[src/rtl/hazard_ctrl_pkg.sv]
// Shared CPU pipeline definitions: register-field widths, forward-select
// encodings and the memory-wait FSM state used by the hazard controller.
package hazard_ctrl_pkg;
  localparam int REGS_WIDTH = 5;
  localparam int NUM_REGS   = 1 << REGS_WIDTH;
  localparam int FW_WIDTH   = 2;

  typedef enum logic [FW_WIDTH-1:0] {
    FW_NONE  = 2'd0,
    FW_EXMEM = 2'd1,
    FW_MEMWB = 2'd2
  } fw_sel_e;

  typedef enum logic [1:0] {
    ST_RUN   = 2'd0,
    ST_MWAIT = 2'd1,
    ST_MERR  = 2'd2
  } mem_state_e;

  function automatic logic [NUM_REGS-1:0] onehot(input logic [REGS_WIDTH-1:0] r);
    onehot    = '0;
    onehot[r] = 1'b1;
  endfunction
endpackage

[src/rtl/hazard_ctrl_if.sv]
// Pipeline-side hazard bundle: ID/EX register fields, mul/div and memory
// handshakes in; stall/flush/freeze controls and scoreboard state out.
interface hazard_ctrl_if;
  import hazard_ctrl_pkg::*;

  logic [REGS_WIDTH-1:0] IF_ID_rs1, IF_ID_rs2, IF_ID_rd;
  logic                  IF_ID_use_rs1, IF_ID_use_rs2, IF_ID_RegWrite, IF_ID_is_md;
  logic [REGS_WIDTH-1:0] ID_EX_rd;
  logic                  ID_EX_MemRead, ID_EX_is_md;
  logic                  md_start, md_done;
  logic [REGS_WIDTH-1:0] md_rd;
  logic                  br_taken, mem_req, mem_ready;

  logic                  stall_front, bubble_ex, freeze;
  logic                  flush_if_id, flush_id_ex;
  logic                  md_busy, mem_err;
  logic [NUM_REGS-1:0]   busy_mask;

  modport master (
    output IF_ID_rs1, IF_ID_rs2, IF_ID_rd, IF_ID_use_rs1, IF_ID_use_rs2,
           IF_ID_RegWrite, IF_ID_is_md, ID_EX_rd, ID_EX_MemRead, ID_EX_is_md,
           md_start, md_rd, md_done, br_taken, mem_req, mem_ready,
    input  stall_front, bubble_ex, freeze, flush_if_id, flush_id_ex,
           md_busy, busy_mask, mem_err
  );

  modport slave (
    input  IF_ID_rs1, IF_ID_rs2, IF_ID_rd, IF_ID_use_rs1, IF_ID_use_rs2,
           IF_ID_RegWrite, IF_ID_is_md, ID_EX_rd, ID_EX_MemRead, ID_EX_is_md,
           md_start, md_rd, md_done, br_taken, mem_req, mem_ready,
    output stall_front, bubble_ex, freeze, flush_if_id, flush_id_ex,
           md_busy, busy_mask, mem_err
  );
endinterface

[src/rtl/hazard_ctrl_scoreboard.sv]
// Busy-register scoreboard for the single outstanding mul/div operation.
// eff_busy_o already drops the register being written back this cycle.
module hazard_ctrl_scoreboard
  import hazard_ctrl_pkg::*;
(
  input  logic                  clk,
  input  logic                  rst,
  input  logic                  md_start_i,
  input  logic [REGS_WIDTH-1:0] md_rd_i,
  input  logic                  md_done_i,
  output logic [NUM_REGS-1:0]   busy_mask_o,
  output logic [NUM_REGS-1:0]   eff_busy_o,
  output logic                  md_busy_o
);
  logic [NUM_REGS-1:0]   mask_q, mask_d;
  logic [REGS_WIDTH-1:0] pend_q, pend_d;
  logic                  busy_q, busy_d;
  logic                  done_eff;

  // Clear of the retiring rd is applied before the new set, so a same-rd
  // restart keeps its bit.
  always_comb begin
    done_eff   = md_done_i & busy_q;
    eff_busy_o = mask_q & ~(done_eff ? onehot(pend_q) : '0);
    mask_d     = eff_busy_o;
    pend_d     = pend_q;
    busy_d     = busy_q & ~done_eff;
    if (md_start_i && md_rd_i != '0) begin
      mask_d = eff_busy_o | onehot(md_rd_i);
      pend_d = md_rd_i;
      busy_d = 1'b1;
    end
  end

  always_ff @(posedge clk) begin
    if (rst) begin
      mask_q <= '0;
      pend_q <= '0;
      busy_q <= 1'b0;
    end else begin
      mask_q <= mask_d;
      pend_q <= pend_d;
      busy_q <= busy_d;
    end
  end

  assign busy_mask_o = mask_q;
  assign md_busy_o   = busy_q;
endmodule

[src/rtl/hazard_ctrl.sv]
// Stall/flush/freeze controller: data-hazard compare against EX and the
// mul/div scoreboard, memory-wait FSM with timeout, and output priority.
module hazard_ctrl
  import hazard_ctrl_pkg::*;
#(
  parameter int unsigned MEM_TIMEOUT = 255
) (
  input logic         clk,
  input logic         rst,
  hazard_ctrl_if.slave hz
);
  localparam int CW = $clog2(MEM_TIMEOUT + 1);

  logic [NUM_REGS-1:0] eff_busy, busy_mask;
  logic                md_busy;

  hazard_ctrl_scoreboard u_scoreboard (
    .clk         (clk),
    .rst         (rst),
    .md_start_i  (hz.md_start),
    .md_rd_i     (hz.md_rd),
    .md_done_i   (hz.md_done),
    .busy_mask_o (busy_mask),
    .eff_busy_o  (eff_busy),
    .md_busy_o   (md_busy)
  );

  logic long_ex, rs1_hit, rs2_hit, waw, structural, dstall;

  always_comb begin
    long_ex    = (hz.ID_EX_MemRead | hz.ID_EX_is_md) & (hz.ID_EX_rd != '0);
    rs1_hit    = hz.IF_ID_use_rs1 & (hz.IF_ID_rs1 != '0) &
                 ((long_ex & (hz.ID_EX_rd == hz.IF_ID_rs1)) | eff_busy[hz.IF_ID_rs1]);
    rs2_hit    = hz.IF_ID_use_rs2 & (hz.IF_ID_rs2 != '0) &
                 ((long_ex & (hz.ID_EX_rd == hz.IF_ID_rs2)) | eff_busy[hz.IF_ID_rs2]);
    waw        = hz.IF_ID_RegWrite & (hz.IF_ID_rd != '0) & eff_busy[hz.IF_ID_rd];
    structural = hz.IF_ID_is_md & ((md_busy & ~hz.md_done) | hz.ID_EX_is_md);
    dstall     = rs1_hit | rs2_hit | waw | structural;
  end

  mem_state_e    state_q;
  logic [CW-1:0] cnt_q;
  logic          mem_err_q;

  // cnt_q counts wait cycles already spent; MERR is entered once the
  // MEM_TIMEOUT-th consecutive wait cycle passes without mem_ready.
  always_ff @(posedge clk) begin
    if (rst) begin
      state_q   <= ST_RUN;
      cnt_q     <= '0;
      mem_err_q <= 1'b0;
    end else begin
      case (state_q)
        ST_RUN: if (hz.mem_req && !hz.mem_ready) begin
          cnt_q <= CW'(1);
          if (MEM_TIMEOUT <= 1) begin
            state_q   <= ST_MERR;
            mem_err_q <= 1'b1;
          end else begin
            state_q <= ST_MWAIT;
          end
        end
        ST_MWAIT: if (hz.mem_ready) begin
          state_q <= ST_RUN;
          cnt_q   <= '0;
        end else begin
          cnt_q <= cnt_q + CW'(1);
          if (cnt_q + CW'(1) == CW'(MEM_TIMEOUT)) begin
            state_q   <= ST_MERR;
            mem_err_q <= 1'b1;
          end
        end
        default: ;
      endcase
    end
  end

  logic freeze;
  assign freeze = ((state_q == ST_RUN) & hz.mem_req & ~hz.mem_ready) |
                  ((state_q == ST_MWAIT) & ~hz.mem_ready) |
                  (state_q == ST_MERR);

  assign hz.freeze      = freeze;
  assign hz.flush_if_id = ~freeze & hz.br_taken;
  assign hz.flush_id_ex = ~freeze & hz.br_taken;
  assign hz.stall_front = ~freeze & ~hz.br_taken & dstall;
  assign hz.bubble_ex   = ~freeze & ~hz.br_taken & dstall;
  assign hz.md_busy     = md_busy;
  assign hz.busy_mask   = busy_mask;
  assign hz.mem_err     = mem_err_q;
endmodule
[src/flat_wrapper.sv]
// flat-port wrapper written by rule: the top's interface ports become plain ports
module hazard_ctrl_flat import hazard_ctrl_pkg::*;
#(
  parameter int unsigned MEM_TIMEOUT = 255
)
  (clk, rst, hz_IF_ID_rs1, hz_IF_ID_rs2, hz_IF_ID_rd, hz_IF_ID_use_rs1, hz_IF_ID_use_rs2, hz_IF_ID_RegWrite, hz_IF_ID_is_md, hz_ID_EX_rd, hz_ID_EX_MemRead, hz_ID_EX_is_md, hz_md_start, hz_md_rd, hz_md_done, hz_br_taken, hz_mem_req, hz_mem_ready, hz_stall_front, hz_bubble_ex, hz_freeze, hz_flush_if_id, hz_flush_id_ex, hz_md_busy, hz_busy_mask, hz_mem_err);
  hazard_ctrl_if hz_i ();
  input logic clk;
  input logic rst;
  input wire logic [$bits(hz_i.IF_ID_rs1)-1:0] hz_IF_ID_rs1;
  input wire logic [$bits(hz_i.IF_ID_rs2)-1:0] hz_IF_ID_rs2;
  input wire logic [$bits(hz_i.IF_ID_rd)-1:0] hz_IF_ID_rd;
  input wire logic [$bits(hz_i.IF_ID_use_rs1)-1:0] hz_IF_ID_use_rs1;
  input wire logic [$bits(hz_i.IF_ID_use_rs2)-1:0] hz_IF_ID_use_rs2;
  input wire logic [$bits(hz_i.IF_ID_RegWrite)-1:0] hz_IF_ID_RegWrite;
  input wire logic [$bits(hz_i.IF_ID_is_md)-1:0] hz_IF_ID_is_md;
  input wire logic [$bits(hz_i.ID_EX_rd)-1:0] hz_ID_EX_rd;
  input wire logic [$bits(hz_i.ID_EX_MemRead)-1:0] hz_ID_EX_MemRead;
  input wire logic [$bits(hz_i.ID_EX_is_md)-1:0] hz_ID_EX_is_md;
  input wire logic [$bits(hz_i.md_start)-1:0] hz_md_start;
  input wire logic [$bits(hz_i.md_rd)-1:0] hz_md_rd;
  input wire logic [$bits(hz_i.md_done)-1:0] hz_md_done;
  input wire logic [$bits(hz_i.br_taken)-1:0] hz_br_taken;
  input wire logic [$bits(hz_i.mem_req)-1:0] hz_mem_req;
  input wire logic [$bits(hz_i.mem_ready)-1:0] hz_mem_ready;
  output wire logic [$bits(hz_i.stall_front)-1:0] hz_stall_front;
  output wire logic [$bits(hz_i.bubble_ex)-1:0] hz_bubble_ex;
  output wire logic [$bits(hz_i.freeze)-1:0] hz_freeze;
  output wire logic [$bits(hz_i.flush_if_id)-1:0] hz_flush_if_id;
  output wire logic [$bits(hz_i.flush_id_ex)-1:0] hz_flush_id_ex;
  output wire logic [$bits(hz_i.md_busy)-1:0] hz_md_busy;
  output wire logic [$bits(hz_i.busy_mask)-1:0] hz_busy_mask;
  output wire logic [$bits(hz_i.mem_err)-1:0] hz_mem_err;
  assign hz_i.IF_ID_rs1 = hz_IF_ID_rs1;
  assign hz_i.IF_ID_rs2 = hz_IF_ID_rs2;
  assign hz_i.IF_ID_rd = hz_IF_ID_rd;
  assign hz_i.IF_ID_use_rs1 = hz_IF_ID_use_rs1;
  assign hz_i.IF_ID_use_rs2 = hz_IF_ID_use_rs2;
  assign hz_i.IF_ID_RegWrite = hz_IF_ID_RegWrite;
  assign hz_i.IF_ID_is_md = hz_IF_ID_is_md;
  assign hz_i.ID_EX_rd = hz_ID_EX_rd;
  assign hz_i.ID_EX_MemRead = hz_ID_EX_MemRead;
  assign hz_i.ID_EX_is_md = hz_ID_EX_is_md;
  assign hz_i.md_start = hz_md_start;
  assign hz_i.md_rd = hz_md_rd;
  assign hz_i.md_done = hz_md_done;
  assign hz_i.br_taken = hz_br_taken;
  assign hz_i.mem_req = hz_mem_req;
  assign hz_i.mem_ready = hz_mem_ready;
  assign hz_stall_front = hz_i.stall_front;
  assign hz_bubble_ex = hz_i.bubble_ex;
  assign hz_freeze = hz_i.freeze;
  assign hz_flush_if_id = hz_i.flush_if_id;
  assign hz_flush_id_ex = hz_i.flush_id_ex;
  assign hz_md_busy = hz_i.md_busy;
  assign hz_busy_mask = hz_i.busy_mask;
  assign hz_mem_err = hz_i.mem_err;
  hazard_ctrl #(.MEM_TIMEOUT(MEM_TIMEOUT)) u_core (.clk(clk), .rst(rst), .hz(hz_i));
endmodule
[config.mk]
export PLATFORM = sky130hd
export DESIGN_NAME = hazard_ctrl_flat
export DESIGN_NICKNAME = d
export VERILOG_FILES = /design/src/rtl/hazard_ctrl_pkg.sv /design/src/rtl/hazard_ctrl_if.sv /design/src/rtl/hazard_ctrl_scoreboard.sv /design/src/rtl/hazard_ctrl.sv /design/src/flat_wrapper.sv
export SDC_FILE = /design/constraint.sdc
export NUM_CORES = 1
export LEC_CHECK = 0
export ABC_AREA = 1
export CORE_MARGIN = 5
export CORE_UTILIZATION = 43
export CTS_BUF_LIST = sky130_fd_sc_hd__clkbuf_8
export CTS_CLUSTER_DIAMETER = 30
export DETAILED_ROUTE_END_ITERATION = 6
export DONT_BUFFER_PORTS = 1
export GPL_ROUTABILITY_DRIVEN = 1
export SLEW_MARGIN = 10
export SYNTH_ARGS = -nofsm -noshare
export SYNTH_HDL_FRONTEND = slang
export SYNTH_SLANG_ARGS = --single-unit
[constraint.sdc]
create_clock -name clk -period 1.7 [get_ports clk]
set_input_delay 0.255 -clock clk [delete_from_list [all_inputs] [get_ports clk]]
set_output_delay 0.255 -clock clk [all_outputs]
set_load 0.01 [all_outputs]
==> metrics.md <==
| Metric | Value |
|---|---|
| Post-route design area | `4893 µm²` |
| Syn Inst Count | `612` |
| Worst-Margin Slew | `0.6932 ns` |
| Wire length on met3 | `between 1000 and 1500 µm` |
| Diode count | `0` |
| Worst Hold Depth | `2` |
| Reg2Reg Capture Point | `u_core.state_q[1]` |
| Fin Clk Skew | `around 0.0055 ns` |
| Pwr Density | `549.7 nW/µm²` |
| Post-synth EDFFs | `0` |
| DRC | `0` |
| Largest net degree at the start of global routing | `46` |
| Cell count after placement | `803` |
| Hold Crit Start | `hz_md_rd[2]` |
| Overall Global Routing Usage | `between 20 and 30%` |
| Post-synthesis sequential area ratio | `between 20 and 30%` |
| First-pass DRT Iterations | `6` |
| Reg-to-reg slack, setup | `0.15 ns` |
| Worst reg2reg path depth | `7` |
| CP endpoint kind | `primary output` |
| Row count | `33` |
| Gp weighted congestion | `1.041` |
| Final setup vio count | `2` |
| Hold WC Path Type | `in2reg` |
| CTS tree | `built` |
| Fmax | `413.0 MHz` |
| Remaining Overflow, GRT | `0` |
| Syn-to-layout area delta | `39.58%` |
| Worst EP arrival | `around 2.2 ns` |
| Max Cap Viol | `0` |
| Avg Inst Size Synth | `approximately 5.7 µm²` |
| Area contributors post-synth | `dfxtp_1 (28%), nand2_1 (24%), nand3_1 (15%), a21oi_1 (6.6%), inv_1 (5.8%)` |
| Worst skew pair latency | `0.32 ns` |
| WL met1 | `5864 µm` |
| Crit start category | `flop` |
| Nets | `756` |
| Non-filler cells, final | `822` |
| Hold-critical path endpoint | `u_core.u_scoreboard.pend_q[2]` |
| Met2 wire length | `between 6000 and 7000 µm` |
| Minimum clock period | `2.421 ns` |
| Dpl hpwl | `10900 µm` |
| Synthesized area | `3506 µm²` |
| Core box area | `8093 µm²` |
| Global-route wire length before repair | `22680 µm` |
| Net Count, Synth | `652` |
| Crit path max fanout | `5` |
| Iteration-0 DRC Markers | `354` |
| Status | `complete, but fails checks` |
| Root Buffer | `clkbuf_8` |
| Via density per instance | `5.521` |
| Via count | `4538` |
| Top-area cell type share of the netlist area | `27.98%` |
| Worst Setup Slack, final | `-0.7212 ns` |
| Failing checks | `negative setup slack` |
| P_leak | `2.209 nW` |
| Fraction of layout cells with a size suffix above 1 | `28.31%` |
| Initial core utilization | `a little over two fifths` |
| Initial antenna violation count | `0` |
| CTS Buffer Depth | `2` |
| Slew margin rel. | `53.43%` |
| Post-place setup slack | `-0.4215 ns` |
| DP Area | `4471 µm²` |
| RSZ-0062 raised after global routing | `yes` |
| Cts bufs inserted | `5` |
| Final slew viol count | `0` |
| Die width | `approximately 100 µm` |
| Post-route antenna net violation count | `0` |
| Area leader, netlist | `dfxtp_1` |
| Main synth FF type | `dfxtp_1` |
| Async SR Flop Fraction | `0%` |
| Reg clk slew, reported paths | `about 0.09 ns` |
| RR Startpoint | `u_core.cnt_q[0]` |
| Kind of critical path | `reg2out` |
| Distinct cells, synth | `28` |
| Synth warn | `0` |
| Most frequent cell after synthesis | `nand2_1` |
| H-tree depth | `2` |
| Worst VDD drop | `0.3120 mV` |
| Tcrit/Tclk final | `142.4%` |
| Die Ht | `about 100 µm` |
| Boundary pin count | `77` |
| Final Hold Vio Count | `0` |
| TritonCTS sink count | `slightly below 50` |
| Commonest cells post-synth | `nand2_1 (228), nand3_1 (103), inv_1 (54), dfxtp_1 (49), a21oi_1 (46)` |
| Vias in the first global route | `4306` |
| Critical Path RT | `between 1 and 1.5 ns` |
| DR WL/cell | `17.74 µm` |
| I/O Buffers | `0` |
| Pwr Total | `0.002690 W` |
| Routed WL | `14580 µm` |
| DIE AREA | `10060 µm²` |
| Top layer in use | `met4` |
| Yosys reg bits | `49` |
## cell type report
cell class | count | area (µm²)
clock inverter | 2 | 33.78
tap | 105 | 131.4
timing repair buffer | 114 | 932.1
sequential | 49 | 1011
fill | 773 | 3199
clock buffer | 6 | 82.58
multi-input combinational | 486 | 2475
inverter | 60 | 227.7
## registers in the layout, indices dropped and copies added (netlist names)
name                             count
u_core.hz.mem_err                    1
u_core.u_scoreboard.md_busy_o        1
u_core.u_scoreboard.pend_q           5
u_core.cnt_q                         8
u_core.u_scoreboard.busy_mask_o     32
u_core.state_q                       2
## layout by cell type, fill, tap and decap left out, types with 8 or more instances in the layout
cell type and instances:
a21oi_1 46, nand2_2 26, nand3_2 11, nor2_4 11
nand2_1 201, xor2_1 10, dfxtp_1 39, o21ai_0 8
inv_1 50, buf_4 105, nor2_1 36, nand3_1 92
nor3_1 11
## report_power, final
| part | internal [W] | switching, W | total [W] |
|---|---|---|---|
| clock network | 0.000475 | 0.000431 | 0.000906 |
| registers | 0.00117 | 0.0000321 | 0.00120 |
| logic | 0.000241 | 0.000342 | 0.000583 |
| total | 0.00188 | 0.000805 | 0.00269 |
## layer usage
metal,track usage (%),up-vias
li1,-,2186
met1,37.72,2077
met2,47.66,224
met3,4.448,51
met4,14.09,0
met5,0,-
## cells by family after synthesis
family                   share of synthesized area, %
AO/OA/AOI/OAI                                   8.994
XOR/XNOR                                        3.997
adder cells (fa/ha/maj)                        0.7137
buffers and inverters                           8.851
flip-flops                                      27.98
AND/OR/NAND/NOR                                 49.46
## what timing repair did
item                                    in CTS  in global routing
pin swaps                                   12                  8
gates resized for setup                     19                 39
endpoints found under the setup margin       4                  7
endpoints found under the hold margin       45                  0
buffers inserted                             5                  4
cloned                                       0                  0
hold buffers                                 2                  0
## through the flow
step | setup TNS (ns) | hold WS (ns) | util, %
final | -1.442 | 0.06557 | 60.47
after global routing | -1.890 | 0.06940 | 60.47
after CTS | -1.592 | 0.05908 | 58.43
after detailed placement | -0.8430 | 0.3235 | 55.24
after global placement | -0.8901 | 0.3212 | 55.24
after floorplan | -0.09625 | 0.3851 | -
## worst max-delay path: stages (launching register included)
cell and delay, ns:
dfxtp_4 0.38, inv_1 0.09, nand2_1 0.16, nor2_4 0.17
nand2_1 0.09, nand2_1 0.11, nand2_1 0.08, nand3_1 0.09
nand3_2 0.09, nand3_1 0.09, nand2_1 0.06, nand2_1 0.05
nand3_1 0.06, nand2_1 0.07, nand3_2 0.10, nand2_2 0.09
inv_4 0.05
## how the worst max path moves through the flow
stage                           endpoint                          start  cells past startpoint
after floorplan           hz_stall_front  u_core.u_scoreboard.pend_q[0]                     17
after global placement      hz_bubble_ex  u_core.u_scoreboard.pend_q[0]                     17
after detailed placement    hz_bubble_ex  u_core.u_scoreboard.pend_q[0]                     17
after CTS                   hz_bubble_ex  u_core.u_scoreboard.pend_q[4]                     15
after global routing        hz_bubble_ex  u_core.u_scoreboard.pend_q[4]                     16
final                       hz_bubble_ex  u_core.u_scoreboard.pend_q[4]                     16
No activity file was read; power rests on OpenSTA's default activity.
